--- src/rtl/rw_seq_pkg.sv ---
// Shared types and defaults for the resumption-device step sequencer.
package rw_seq_pkg;

    // Controller states; the encoding is fixed so it can be probed externally.
    typedef enum logic [1:0] {
        IDLE   = 2'd0,
        DEVRST = 2'd1,
        RUN    = 2'd2,
        HALTED = 2'd3
    } seq_state_t;

    // Default width of the completed-step counter.
    localparam int CNT_W_DEFAULT = 16;

endpackage

--- src/rtl/rw_step_sequencer_out_reg.sv ---
// Output holding register with a valid/ready handshake. A load in the same
// cycle as a consumer accept keeps valid high with the new word, so a
// stalled consumer never loses a step result.
module rw_out_reg #(
    parameter int W = 1
) (
    input  logic         clk,
    input  logic         rst,
    input  logic         clear,
    input  logic         load,
    input  logic [W-1:0] din,
    input  logic         ready,
    output logic         valid,
    output logic [W-1:0] data
);

    logic         valid_reg;
    logic [W-1:0] data_reg;

    // Capture a new result, drain on accept, or discard on clear.
    always_ff @(posedge clk) begin
        if (rst) begin
            valid_reg <= 1'b0;
            data_reg  <= '0;
        end else if (clear) begin
            valid_reg <= 1'b0;
        end else if (load) begin
            valid_reg <= 1'b1;
            data_reg  <= din;
        end else if (ready) begin
            valid_reg <= 1'b0;
        end
    end

    assign valid = valid_reg;
    assign data  = data_reg;

endmodule

--- src/rtl/rw_step_sequencer.sv ---
// Sequencer for one compiled resumption device: gates each device step on
// the input and output stream handshakes, detects halt, counts steps and
// restarts the device on command.
// Optional macro STEP_BUDGET_EN adds a step budget (budget / budget_hit).
module rw_step_sequencer
    import rw_seq_pkg::*;
#(
    parameter int IN_W  = 1,
    parameter int OUT_W = 1,
    parameter int CNT_W = CNT_W_DEFAULT
) (
    input  logic             clk,
    input  logic             rst,
    input  logic             start,
    input  logic             restart,
    input  logic             in_valid,
    input  logic [IN_W-1:0]  in_data,
    output logic             in_ready,
    output logic             out_valid,
    output logic [OUT_W-1:0] out_data,
    input  logic             out_ready,
    output logic [IN_W-1:0]  dev_in,
    output logic             dev_step,
    output logic             dev_rst,
    input  logic [OUT_W-1:0] dev_out,
    input  logic             dev_continue,
    output logic             halted,
    output logic [CNT_W-1:0] step_count,
`ifdef STEP_BUDGET_EN
    input  logic [CNT_W-1:0] budget,
    output logic             budget_hit,
`endif
    output logic             busy
);

    seq_state_t       state_reg;
    logic [CNT_W-1:0] step_count_reg;
    logic             halted_reg;
    logic             step_fire;
    logic             step_block;
    logic             out_clear;

`ifdef STEP_BUDGET_EN
    // Budget reached: hold the device until the budget is raised or cleared.
    assign budget_hit = !rst && (state_reg == RUN) && !restart &&
                        (budget != '0) && (step_count_reg == budget);
    assign step_block = budget_hit;
`else
    assign step_block = 1'b0;
`endif

    // A step needs a word upstream and room downstream (or a same-cycle drain).
    assign step_fire = !rst && (state_reg == RUN) && !restart && in_valid &&
                       (!out_valid || out_ready) && !step_block;

    assign in_ready   = step_fire;
    assign dev_step   = step_fire;
    assign dev_in     = in_data;
    assign dev_rst    = rst || (state_reg == DEVRST);
    assign busy       = (state_reg == RUN);
    assign halted     = halted_reg;
    assign step_count = step_count_reg;

    // A restart discards any pending result immediately.
    assign out_clear = restart || (state_reg == DEVRST);

    rw_out_reg #(
        .W (OUT_W)
    ) u_out_reg (
        .clk   (clk),
        .rst   (rst),
        .clear (out_clear),
        .load  (step_fire),
        .din   (dev_out),
        .ready (out_ready),
        .valid (out_valid),
        .data  (out_data)
    );

    // Controller FSM with step counter and halt flag.
    always_ff @(posedge clk) begin
        if (rst) begin
            state_reg      <= IDLE;
            step_count_reg <= '0;
            halted_reg     <= 1'b0;
        end else if (restart) begin
            state_reg      <= DEVRST;
            step_count_reg <= '0;
            halted_reg     <= 1'b0;
        end else begin
            case (state_reg)
                IDLE: begin
                    if (start) begin
                        state_reg <= RUN;
                    end
                end
                DEVRST: begin
                    step_count_reg <= '0;
                    halted_reg     <= 1'b0;
                    state_reg      <= RUN;
                end
                RUN: begin
                    if (step_fire) begin
                        step_count_reg <= step_count_reg + CNT_W'(1);
                        if (!dev_continue) begin
                            state_reg  <= HALTED;
                            halted_reg <= 1'b1;
                        end
                    end
                end
                HALTED: begin
                    state_reg <= HALTED;
                end
                default: begin
                    state_reg <= IDLE;
                end
            endcase
        end
    end

endmodule

--- config.mk ---
export PLATFORM = sky130hd
export DESIGN_NAME = rw_step_sequencer
export DESIGN_NICKNAME = d
export VERILOG_FILES = /design/src/rtl/rw_seq_pkg.sv /design/src/rtl/rw_step_sequencer_out_reg.sv /design/src/rtl/rw_step_sequencer.sv
export SDC_FILE = /design/constraint.sdc
export NUM_CORES = 1
export LEC_CHECK = 0
export ABC_AREA = 1
export CAP_MARGIN = 5
export CORE_UTILIZATION = 40
export CTS_CLUSTER_SIZE = 14
export DETAILED_ROUTE_END_ITERATION = 8
export MAX_ROUTING_LAYER = met4
export PLACE_DENSITY = 0.75
export SYNTH_ARGS = -nofsm -noshare
export SYNTH_HDL_FRONTEND = slang
export SYNTH_SLANG_ARGS = --single-unit
export TNS_END_PERCENT = 30
--- constraint.sdc ---
create_clock -name clk -period 1.5 [get_ports clk]
set_input_delay 0.15 -clock clk [delete_from_list [all_inputs] [get_ports clk]]
set_output_delay 0.15 -clock clk [all_outputs]
set_load 0.1 [all_outputs]
==> out/metrics.cfg, run 1 <==
[detailed_routing]
drc = 0
ant_nets = 0
dr.pass1.iters = 6
via_per_inst = 5.12
vias = 1224
first_iter_violations = 29
drt-total-wl_um = 2730
post_drt_wl_per_cell_um = 11.4

[floorplanning]
core_area_mm2 = 0.00273
die_h_um = 55.4
start_util_pct = 41.8
die_w_um = 55.4
rows = 19
ios = 33
die-area_mm2 = 0.00307

[place]
place_inst = 230
gp_congestion = 0.790
detailed_place_hpwl_um = 1950
io_buffers = 30

[timing]
rsz0062_at_grt = true
fin_crit_sh_pct = 97.6
relSlewSlack_pct = 81.4
setup_viol = 0
slew_viol_final = 0
period_needed_ns = 1.46
finalClockSkew_ns = 0.00429
tns_ns = 0
clock.fmax_mhz = 683
tightest_slew_ns = 0.278
hold_viol = 0

[worst_setup_path]
crit_fanout = 3
max_stage_delay_ns = 0.35
crit_path_start_kind = flop
arrival_ns = 1.31
crit_path_end_kind = primary output
worst_ep_required_time_ns = 1.35
crit_chain = inv_2, nand3_4, nor3_4, buf_6, buf_12
crit_type = flop to primary output
cpMaxStageDelayCell = dfxtp_2

[grt]
grt_pass1_wl_um = 4600
grt.overflow.total = 0
grt_max_degree = 26
grt_pass1_vias = 1159
grt_use_total_pct = 18.9
antenna_found_initial = 0

[clock_tree]
cts_buffers = 3
cts-root-buf = clkbuf_4
clk_latency_ns = 0.30
clk_path_buf_depth = 2
cts.htree.levels = 1
cts_tree = built
cts.sinks = 21
cts.clk_slew.worst_paths_ns = 0.12
cts_hold_buffers = 0

[logic_synthesis]
ys_ff_latch = 21
syn-instance-count = 170
yosysWarnings = 0
syn_nets = 180
seq_area_frac_synth_pct = 36.8
ys_types = 21
synth_area_per_cell_um2 = 6.72
synth_area_mm2 = 0.00114

[final_layout]
syn2layout_area_growth_pct = 61.7
diodes = 0
fin_nets = 219
nFillCells = 215
instances_no_fill = 239
final_cell_mix = 44 x nand2_1, 26 x nor2_1, 24 x buf_12
final_common_cell = nand2_1
largest_register_ffs = 16
drive_gt1_share_pct = 34.6

[run]
max_cap_viol_count = 0

[run_status]
status = finished, final reports clean

[power_and_ir_drop]
p_per_area_mw_per_mm2 = 540
p_leak_nw = 0.685
ir_drop_v = 0.000434

[hold_path]
min_path_type = input pin to primary output

[layout make-up]
cell class	instances	area, µm²	share of cell area, %
clock buffer	4	26.3	1.42
inverter	24	90.1	4.88
multi-input combinational	120	618	33.5
sequential	21	459	24.9
tap	31	38.8	2.10
timing repair buffer	39	614	33.3
[per-layer routing]
| layer | global-route usage [%] | share of wire, % | up-vias |
|---|---|---|---|
| li1 | - | - | 612 |
| met1 | 20.1 | 41 | 568 |
| met2 | 33.6 | 53 | 38 |
| met3 | 3.28 | 4.7 | 6 |
| met4 | 9.64 | 1.3 | 0 |
| met5 | - | 0 | - |
[Yosys cell counts]
master     n  area [µm²]
a21oi_1   11        55.1
nand2_1   45         169
nor3_1     3        15.0
nor3_4     1        16.3
a211oi_1   1        7.51
nand2_4    2        22.5
inv_2      4        15.0
nand4_1    6        37.5
o21a_1     1        7.51
buf_4      3        22.5
nand3_1   10        50.1
nor2_4     2        22.5
ha_1       1        12.5
inv_1     20        75.1
nand3_4    1        17.5
nor2_1    27         101
o21ai_0    3        15.0
dfxtp_1   21         420
nor2_2     5        31.3
nand2_2    1        6.26
buf_6      2        22.5
[kinds of logic (layout without fill, tap and decap cells)]
| logic type | after synthesis | after routing | synth area share, % |
|---|---|---|---|
| AOI/OAI and AO/OA | 16 | 16 | 7.45 |
| adders and majority gates | 1 | 1 | 1.10 |
| buffers and inverters | 29 | 67 | 11.8 |
| DFF | 21 | 21 | 36.8 |
| and+or+nand+nor | 103 | 103 | 42.8 |
[worst max-delay path, delay by kind of cell, from the launching register on]
| family | cells | cell delay [ns] |
|---|---|---|
| AND/OR/NAND/NOR | 2 | 0.27 |
| buffers and inverters | 3 | 0.40 |
| flip-flops | 1 | 0.35 |
[repair_timing]
| action | CTS | global route |
|---|---|---|
| buffers inserted | 4 | 1 |
| resized for setup | 3 | 3 |
| endpoints found under the setup margin | 2 | 9 |
| endpoints found under the hold margin | 0 | 0 |
| pin swaps | 1 | 2 |
[per-stage QoR]
stage	worst slack [ns]	hold slack [ns]	instance area [µm²]	utilization, %	power, mW
after detailed placement	-0.120	0.301	1750	63.9	0.716
final	0.0361	0.300	1850	67.6	0.997
after floorplan	-0.371	0.219	1200	-	0.681
after CTS	0.0144	0.301	1810	66.2	0.999
after global placement	-0.00421	0.301	1750	63.9	0.713
after global routing	-0.0204	0.300	1850	67.6	1.04
[final timing paths]
| kind | start | endpoint | slack (ns) | depth (start not counted) |
|---|---|---|---|---|
| worst min-delay path | in_data | dev_in | 0.30 | 0 |
| worst max register to register | state_reg[0] | step_count[9] | 0.12 | 9 |
| worst max-delay path | state_reg[0] | dev_step | 0.04 | 5 |
| worst min register to register | halted | halted | 0.51 | 2 |
[where the power goes]
| part | internal, mW | switching [mW] | leakage (nW) |
|---|---|---|---|
| Combinational | 0.0621 | 0.0994 | 0.490 |
| Clock | 0.104 | 0.178 | 0.0150 |
| Sequential | 0.550 | 0.00450 | 0.180 |
| Total | 0.716 | 0.282 | 0.685 |
(Power assumes the default switching activity.)
==> run 2, diff against run 1 <==
--- a/config.mk
+++ b/config.mk
@@ -8,11 +8,13 @@
 export ABC_AREA = 1
 export CAP_MARGIN = 5
 export CORE_UTILIZATION = 40
+export CTS_BUF_LIST = sky130_fd_sc_hd__clkbuf_8
 export CTS_CLUSTER_SIZE = 14
 export DETAILED_ROUTE_END_ITERATION = 8
 export MAX_ROUTING_LAYER = met4
-export PLACE_DENSITY = 0.75
+export PLACE_DENSITY = 0.69
 export SYNTH_ARGS = -nofsm -noshare
 export SYNTH_HDL_FRONTEND = slang
+export SYNTH_HIERARCHICAL = 1
 export SYNTH_SLANG_ARGS = --single-unit
 export TNS_END_PERCENT = 30
==> run 2 against run 1 <==
Against the previous run: setup slack better by 0.047 ns; sequential cell count unchanged; clock skew rose by 0.00089 ns; combinational power increased by 6%; wire length up 0.33%; core utilization is 4.6 points higher; die area is 1.4% lower; design area up 0.34%; clock power grew 29%; power is 9.7% higher; cell count is 2.1% higher; global-route usage up 1.7 points; largest cell class unchanged; largest power group unchanged.
==> out/metrics.cfg, run 2 <==
[final_layout]
syn2layout_area_growth_pct = 64.6  ; was 61.7%
diodes = 0  ; unchanged
drive_gt1_share_pct = 31.8  ; was 34.6%
final_area_mm2 = 0.00185  ; about the same
largest_register_ffs = 16  ; unchanged
final_cell_mix = 44 x nand2_1, 31 x nor2_1, 25 x inv_1  ; was 44 x nand2_1, 26 x nor2_1, 24 x buf_12
final_common_cell = nand2_1  ; unchanged
nFillCells = 204  ; was 215
fin_nets = 225  ; was 219

[logic_synthesis]
synth-edff-count = 0  ; unchanged
ys_types = 20  ; was 21
ys_ff_latch = 21  ; unchanged
syn_nets = 186  ; was 180
synth_ff_type = dfxtp_1  ; unchanged
synth_commonest_cells = 47 x nand2_1, 32 x nor2_1, 28 x inv_1  ; was 45 x nand2_1, 27 x nor2_1, 21 x dfxtp_1
yosys-top-cells-area = dfxtp_1 37%, nand2_1 16%, nor2_1 11%, inv_1 9.3%, nand3_1 7.1%  ; was dfxtp_1 37%, nand2_1 15%, nor2_1 8.9%, inv_1 6.6%, a21oi_1 4.8%
netlist.area_leader.share_pct = 37.3  ; was 36.8%
yosysWarnings = 6  ; was 0
yosysMostFrequentCell = nand2_1  ; unchanged
seq_area_frac_synth_pct = 37.3  ; was 36.8%
synthArstFlopShare_pct = 0  ; unchanged
synth_area_mm2 = 0.00113  ; was 0.00114 mm²
synth_area_per_cell_um2 = 6.40  ; was 6.72 µm²
yosysTopAreaCell = dfxtp_1  ; unchanged
syn-instance-count = 176  ; was 170

[floorplanning]
die-area_mm2 = 0.00303  ; was 0.00307 mm²
core_area_mm2 = 0.00257  ; was 0.00273 mm²
ios = 33  ; unchanged
start_util_pct = 43.9  ; was 41.8%
die_w_um = 55.1  ; was 55.4 µm
die_h_um = 55.1  ; was 55.4 µm
rows = 18  ; was 19

[worst_setup_path]
timing.rr.end = step_count[12]  ; was step_count[9]
crit_path_end_kind = primary output  ; unchanged
max_stage_delay_ns = 0.49  ; was 0.35 ns
r2r_setup_slack_ns = 0.10  ; was 0.12 ns
r2r_cells = 6  ; was 9
cpMaxStageDelayCell = clkdlybuf4s50_1  ; was dfxtp_2
worst_ep_required_time_ns = 1.35  ; about the same
crit_type = input pin to primary output  ; was flop to primary output
arrival_ns = 1.27  ; was 1.31 ns
r2r_start = step_count[0]  ; was state_reg[0]
crit_chain = clkdlybuf4s50_1, nor2_1, nand2_2, inv_2, nand2_4, clkinvlp_4, buf_12  ; was inv_2, nand3_4, nor3_4, buf_6, buf_12
crit_fanout = 3  ; unchanged
crit_path_start_kind = input pin  ; was flop

[timing]
relSlewSlack_pct = 83.3  ; was 81.4%
finalClockSkew_ns = 0.00518  ; was 0.00429 ns
clock.fmax_mhz = 706  ; was 683 MHz
slew_viol_final = 0  ; unchanged
setup_viol = 0  ; unchanged
period_needed_ns = 1.42  ; was 1.46 ns
tightest_slew_ns = 0.249  ; was 0.278 ns
fin_crit_sh_pct = 94.4  ; was 97.6%
rsz0062_at_grt = false  ; was true
hold_viol = 0  ; unchanged

[power_and_ir_drop]
ir_drop_v = 0.000745  ; was 0.000434 V
power_mw = 1.09  ; was 997 µW
p_per_area_mw_per_mm2 = 590  ; was 540 mW/mm²
p_leak_nw = 0.802  ; was 0.685 nW

[clock_tree]
cts-root-buf = clkbuf_8  ; was clkbuf_4
clk_latency_ns = 0.26  ; was 0.30 ns
cts_buffers = 3  ; unchanged
cts_tree = built  ; unchanged
cts.htree.levels = 1  ; unchanged
clk_path_buf_depth = 2  ; unchanged
cts.sinks = 21  ; unchanged

[detailed_routing]
met2_length_um = 1440  ; was 1450 µm
first_iter_violations = 19  ; was 29
post_drt_wl_per_cell_um = 11.2  ; was 11.4 µm
ant_nets = 0  ; unchanged
dr.pass1.iters = 4  ; was 6
dr_wl_met3_um = 120  ; was 127 µm
vias = 1203  ; was 1,224
wl_met1_um = 1150  ; was 1110 µm
highest-signal-layer = met4  ; unchanged
drt-total-wl_um = 2740  ; was 2730 µm
via_per_inst = 4.93  ; was 5.12
drc = 0  ; unchanged

[hold_path]
min_path_type = input pin to primary output  ; unchanged
holdPathEnd = dev_in  ; unchanged
hp-start = in_data  ; unchanged
holdPathStages = 0  ; unchanged

[place]
postPlaceCellArea_mm2 = 0.00177  ; was 0.00175 mm²
gp_congestion = 0.814  ; was 0.790
detailed_place_hpwl_um = 2150  ; was 1950 µm
io_buffers = 30  ; unchanged

[grt]
antenna_found_initial = 0  ; unchanged
grt_pass1_wl_um = 4440  ; was 4600 µm
grt_use_total_pct = 20.7  ; was 18.9%
grt.overflow.total = 0  ; unchanged
grt_max_degree = 20  ; was 26
grt_pass1_vias = 1095  ; was 1,159

[run]
max_cap_viol_count = 0  ; unchanged

[run_status]
status = finished, final reports clean  ; unchanged

[run 2: changes by cell type in the layout (fill, tap and decap cells not counted), moves of 4 or more]
| cell | delta |
|---|---|
| nand3_1 | +4 |
| inv_1 | +6 |
| dfxtp_4 | -4 |
| nand3_2 | +4 |
| nor2_1 | +5 |
[run 2: routing by layer]
layer | up-vias | global-route usage, %
li1 | 623 | -
met1 | 548 | 23.6
met2 | 30 | 37.3
met3 | 2 | 3.28
met4 | 0 | 5.00
met5 | - | -
[run 2: cell families after synthesis]
| kind of cell | Yosys count | share of synthesized area (%) |
|---|---|---|
| fa+ha+maj | 1 | 1.11 |
| buf+inv | 33 | 12.4 |
| simple gates | 106 | 40.9 |
| flops | 21 | 37.3 |
| compound gates | 15 | 8.22 |
[run 2: how the worst max path moves through the flow]
stage / start / endpoint / depth (start not counted)
4_1_cts: state_reg[0] / dev_step / 6
3_3_place_gp: out_ready / dev_step / 8
2_1_floorplan: u_out_reg/valid / in_ready / 6
5_1_grt: step_count[4] / step_count[13] / 7
3_5_place_dp: rst / step_count[12] / 8
6_report: rst / dev_step / 7
[run 2: layout make-up]
cell class	instances	area (µm²)	area share [%]
clock buffer	3	41.3	2.23
clock inverter	1	3.75	0.203
inverter	29	113	6.08
multi-input combinational	122	609	32.9
sequential	21	445	24.0
tap	30	37.5	2.03
timing repair buffer	38	603	32.5
[run 2: timing repair]
action	4_1_cts	5_1_grt
endpoints found under the setup margin	2	7
gates resized for setup	1	8
buffers inserted	1	0
pin swaps	0	1
hold buffers	0	0
[run 2: critical path, delay by kind of cell]
kind,cells,cell delay (ns)
buffers and inverters,4,0.89
and+or+nand+nor,3,0.22
[run 2: metrics by stage]
step	TNS [ns]	utilization (%)	hold WS (ns)	setup WS, ns	instances
floorplan	-1.37	-	0.219	-0.338	176
detailed placement	-0.0428	68.9	0.301	-0.0283	239
finish	0	72.2	0.300	0.0835	244
global route	0	72.2	0.300	0.0139	244
global placement	0	68.9	0.301	0.0297	239
CTS	0	71.0	0.301	0.0228	244
[run 2: where the power goes]
part | switching, mW | total, mW | internal (mW)
Combinational | 0.0988 | 0.170 | 0.0708
Sequential | 0.00533 | 0.562 | 0.556
Clock | 0.180 | 0.362 | 0.182
==> run 3, diff against run 2 <==
--- a/config.mk
+++ b/config.mk
@@ -11,8 +11,10 @@
 export CTS_BUF_LIST = sky130_fd_sc_hd__clkbuf_8
 export CTS_CLUSTER_SIZE = 14
 export DETAILED_ROUTE_END_ITERATION = 8
+export GPL_TIMING_DRIVEN = 1
 export MAX_ROUTING_LAYER = met4
 export PLACE_DENSITY = 0.69
+export REMOVE_ABC_BUFFERS = 1
 export SYNTH_ARGS = -nofsm -noshare
 export SYNTH_HDL_FRONTEND = slang
 export SYNTH_HIERARCHICAL = 1
==> run 3 against run 2 <==
Against the previous run: count of clock-buffer cells in the layout is the same; hold slack lost 0.065 ns; sequential power is essentially flat; die area is the same; clock power grew 1%; global-route usage grew 0.10 points; cell count grew 2.0%; largest cell class is now non-clock buffers; sequential share of layout area shrank 0.89 points; highest routed layer unchanged; critical path type unchanged.
==> out/metrics.cfg, run 3 (synthesis results as in run 2) <==
[place]
place_inst = 244  ; was 239
detailed_place_hpwl_um = 2040  ; was 2150 µm
gp_congestion = 0.777  ; was 0.814
postPlaceCellArea_mm2 = 0.00178  ; was 0.00177 mm²
dpl_worst_slack_ns = -0.0111  ; was -0.0283 ns
io_buffers = 30  ; unchanged

[detailed_routing]
via_per_inst = 4.92  ; was 4.93
drt-total-wl_um = 2580  ; was 2740 µm
drc = 0  ; unchanged
vias = 1224  ; was 1,203
ant_nets = 0  ; unchanged
post_drt_wl_per_cell_um = 10.4  ; was 11.2 µm
dr.pass1.iters = 4  ; unchanged
first_iter_violations = 25  ; was 19

[final_layout]
final_common_cell = nand2_1  ; unchanged
diodes = 0  ; unchanged
drive_gt1_share_pct = 27.9  ; was 31.8%
syn2layout_area_growth_pct = 65.1  ; was 64.6%
seq_area_um2 = 430  ; was 445 µm²
instances_no_fill = 249  ; was 244
multi_input_area_um2 = 582  ; was 609 µm²
final_util_pct = 72.4  ; was 72.2%
fin_nets = 230  ; was 225
final_cell_mix = 45 x nand2_1, 32 x nor2_1, 25 x inv_1, 25 x buf_12  ; was 44 x nand2_1, 31 x nor2_1, 25 x inv_1
largest_register_ffs = 16  ; unchanged
final_area_mm2 = 0.00186  ; was 0.00185 mm²
nFillCells = 204  ; unchanged

[worst_setup_path]
crit_fanout = 6  ; was 3
critPathLaunch = out_ready  ; was rst
worst_ep_required_time_ns = 1.35  ; about the same
timing.rr.end = step_count[14]  ; was step_count[12]
r2r_setup_slack_ns = 0.18  ; was 0.10 ns
cpMaxStageDelayCell = clkdlybuf4s50_1  ; unchanged
r2r_start = step_count[0]  ; unchanged
arrival_ns = 1.28  ; was 1.27 ns
max_stage_delay_ns = 0.47  ; was 0.49 ns
crit_chain = clkdlybuf4s50_1, inv_1, nand2_1, nand2_2, inv_2, nand2_2, inv_2, buf_12, buf_12  ; was clkdlybuf4s50_1, nor2_1, nand2_2, inv_2, nand2_4, clkinvlp_4, buf_12
crit_path_end_kind = primary output  ; unchanged
crit_path_start_kind = input pin  ; unchanged
crit_type = input pin to primary output  ; unchanged
r2r_cells = 6  ; unchanged

[run_status]
status = finished, final reports clean  ; unchanged

[grt]
grt_pass1_vias = 1124  ; was 1,095
grt.overflow.total = 0  ; unchanged
grt_max_degree = 20  ; unchanged
grt_pass1_wl_um = 4440  ; unchanged
antenna_found_initial = 0  ; unchanged
grt_use_total_pct = 20.8  ; was 20.7%

[floorplanning]
rows = 18  ; unchanged
die-area_mm2 = 0.00303  ; unchanged
start_util_pct = 43.9  ; unchanged
die_h_um = 55.1  ; unchanged
core_area_mm2 = 0.00257  ; unchanged
ios = 33  ; unchanged
die_w_um = 55.1  ; unchanged

[power_and_ir_drop]
p_int_uw = 816  ; was 810 µW
power_frac_comb_pct = 15.7  ; was 15.5%
p_per_area_mw_per_mm2 = 593  ; was 590 mW/mm²
power_mw = 1.10  ; was 1.09 mW
power_switching_uw = 288  ; was 284 µW
clkPwrFrac_pct = 33.2  ; was 33.1%
p_leak_nw = 0.834  ; was 0.802 nW
ir_drop_v = 0.000659  ; was 0.000745 V
p_sw_share_pct = 26.1  ; was 26.0%
p_seq_share_pct = 51.1  ; was 51.4%

[timing]
relSlewSlack_pct = 81.4  ; was 83.3%
setup_viol = 0  ; unchanged
worst_hold_slack_ns = 0.235  ; was 0.300 ns
slew_viol_final = 0  ; unchanged
fin_crit_sh_pct = 95.4  ; was 94.4%
tightest_slew_ns = 0.278  ; was 0.249 ns
rsz0062_at_grt = false  ; unchanged
finalClockSkew_ns = 0.00124  ; was 0.00518 ns
tns_ns = 0  ; unchanged
clock.fmax_mhz = 699  ; was 706 MHz
period_needed_ns = 1.43  ; was 1.42 ns
setup_ws_ns = 0.0694  ; was 0.0835 ns
hold_viol = 0  ; unchanged

[hold_path]
hp-start = restart  ; was in_data
holdPathStages = 3  ; was 0
holdPathEnd = state_reg[0]  ; was dev_in
min_path_type = input pin to flop  ; was input pin to primary output

[clock_tree]
clk_path_buf_depth = 2  ; unchanged
cts.clk_slew.worst_paths_ns = 0.08
cts-root-buf = clkbuf_8  ; unchanged
cts_buffers = 3  ; unchanged
cts.htree.levels = 1  ; unchanged
cts_tree = built  ; unchanged
cts_hold_buffers = 0  ; unchanged
clk_latency_ns = 0.26  ; about the same
cts.sinks = 21  ; unchanged

[run]
max_cap_viol_count = 0  ; unchanged

-- run 3: changes by cell type in the layout (fill, tap and decap cells not counted), moves of 2 or more --
cell     before  now
buf_4         7   11
dfxtp_4       3    1
dfxtp_2      11    5
dfxtp_1       7   15
-- run 3: layout make-up --
type | instances | area share (%)
sequential | 21 | 23.1
timing repair buffer | 43 | 35.3
clock inverter | 1 | 0.202
clock buffer | 3 | 2.22
tap | 30 | 2.02
multi-input combinational | 122 | 31.3
inverter | 29 | 5.85
-- run 3: worst max-delay path, delay by kind of cell --
kind / cells / cell delay [ns]
buffers and inverters: 6 / 0.93
AND/OR/NAND/NOR: 3 / 0.19
-- run 3: how the worst max path moves through the flow --
stage                     endpoint  slack, ns
floorplan           u_out_reg/data      -1.20
finish                    dev_step       0.07
global route              dev_step      0.007
global placement          dev_step       0.02
CTS                       dev_step      0.004
detailed placement  step_count[14]      -0.01
-- run 3: power by group through the flow --
stage                     Clock, mW  Sequential (mW)  Combinational, mW
after detailed placement          0            0.579              0.168
after CTS                     0.376            0.566              0.169
after global routing          0.398            0.565              0.183
after floorplan                   0            0.585             0.0821
final                         0.366            0.564              0.173
after global placement            0            0.579              0.165
-- run 3: metal layers --
metal | wire length (µm) | part of all wire (%) | global-route usage [%] | vias to the layer above
met3 | 131 | 5.1 | 6.01 | 4
li1 | - | - | - | 632
met2 | 1310 | 51 | 36.9 | 37
met1 | 1120 | 43 | 22.3 | 551
met4 | 25 | 0.97 | 5.83 | 0
met5 | 0 | 0 | - | -
-- run 3: repair_timing --
item | 4_1_cts | 5_1_grt
resized for setup | 4 | 12
setup endpoints to repair | 2 | 8
pin swaps | 0 | 3
setup buffers | 0 | 1
endpoints found under the hold margin | 0 | 0
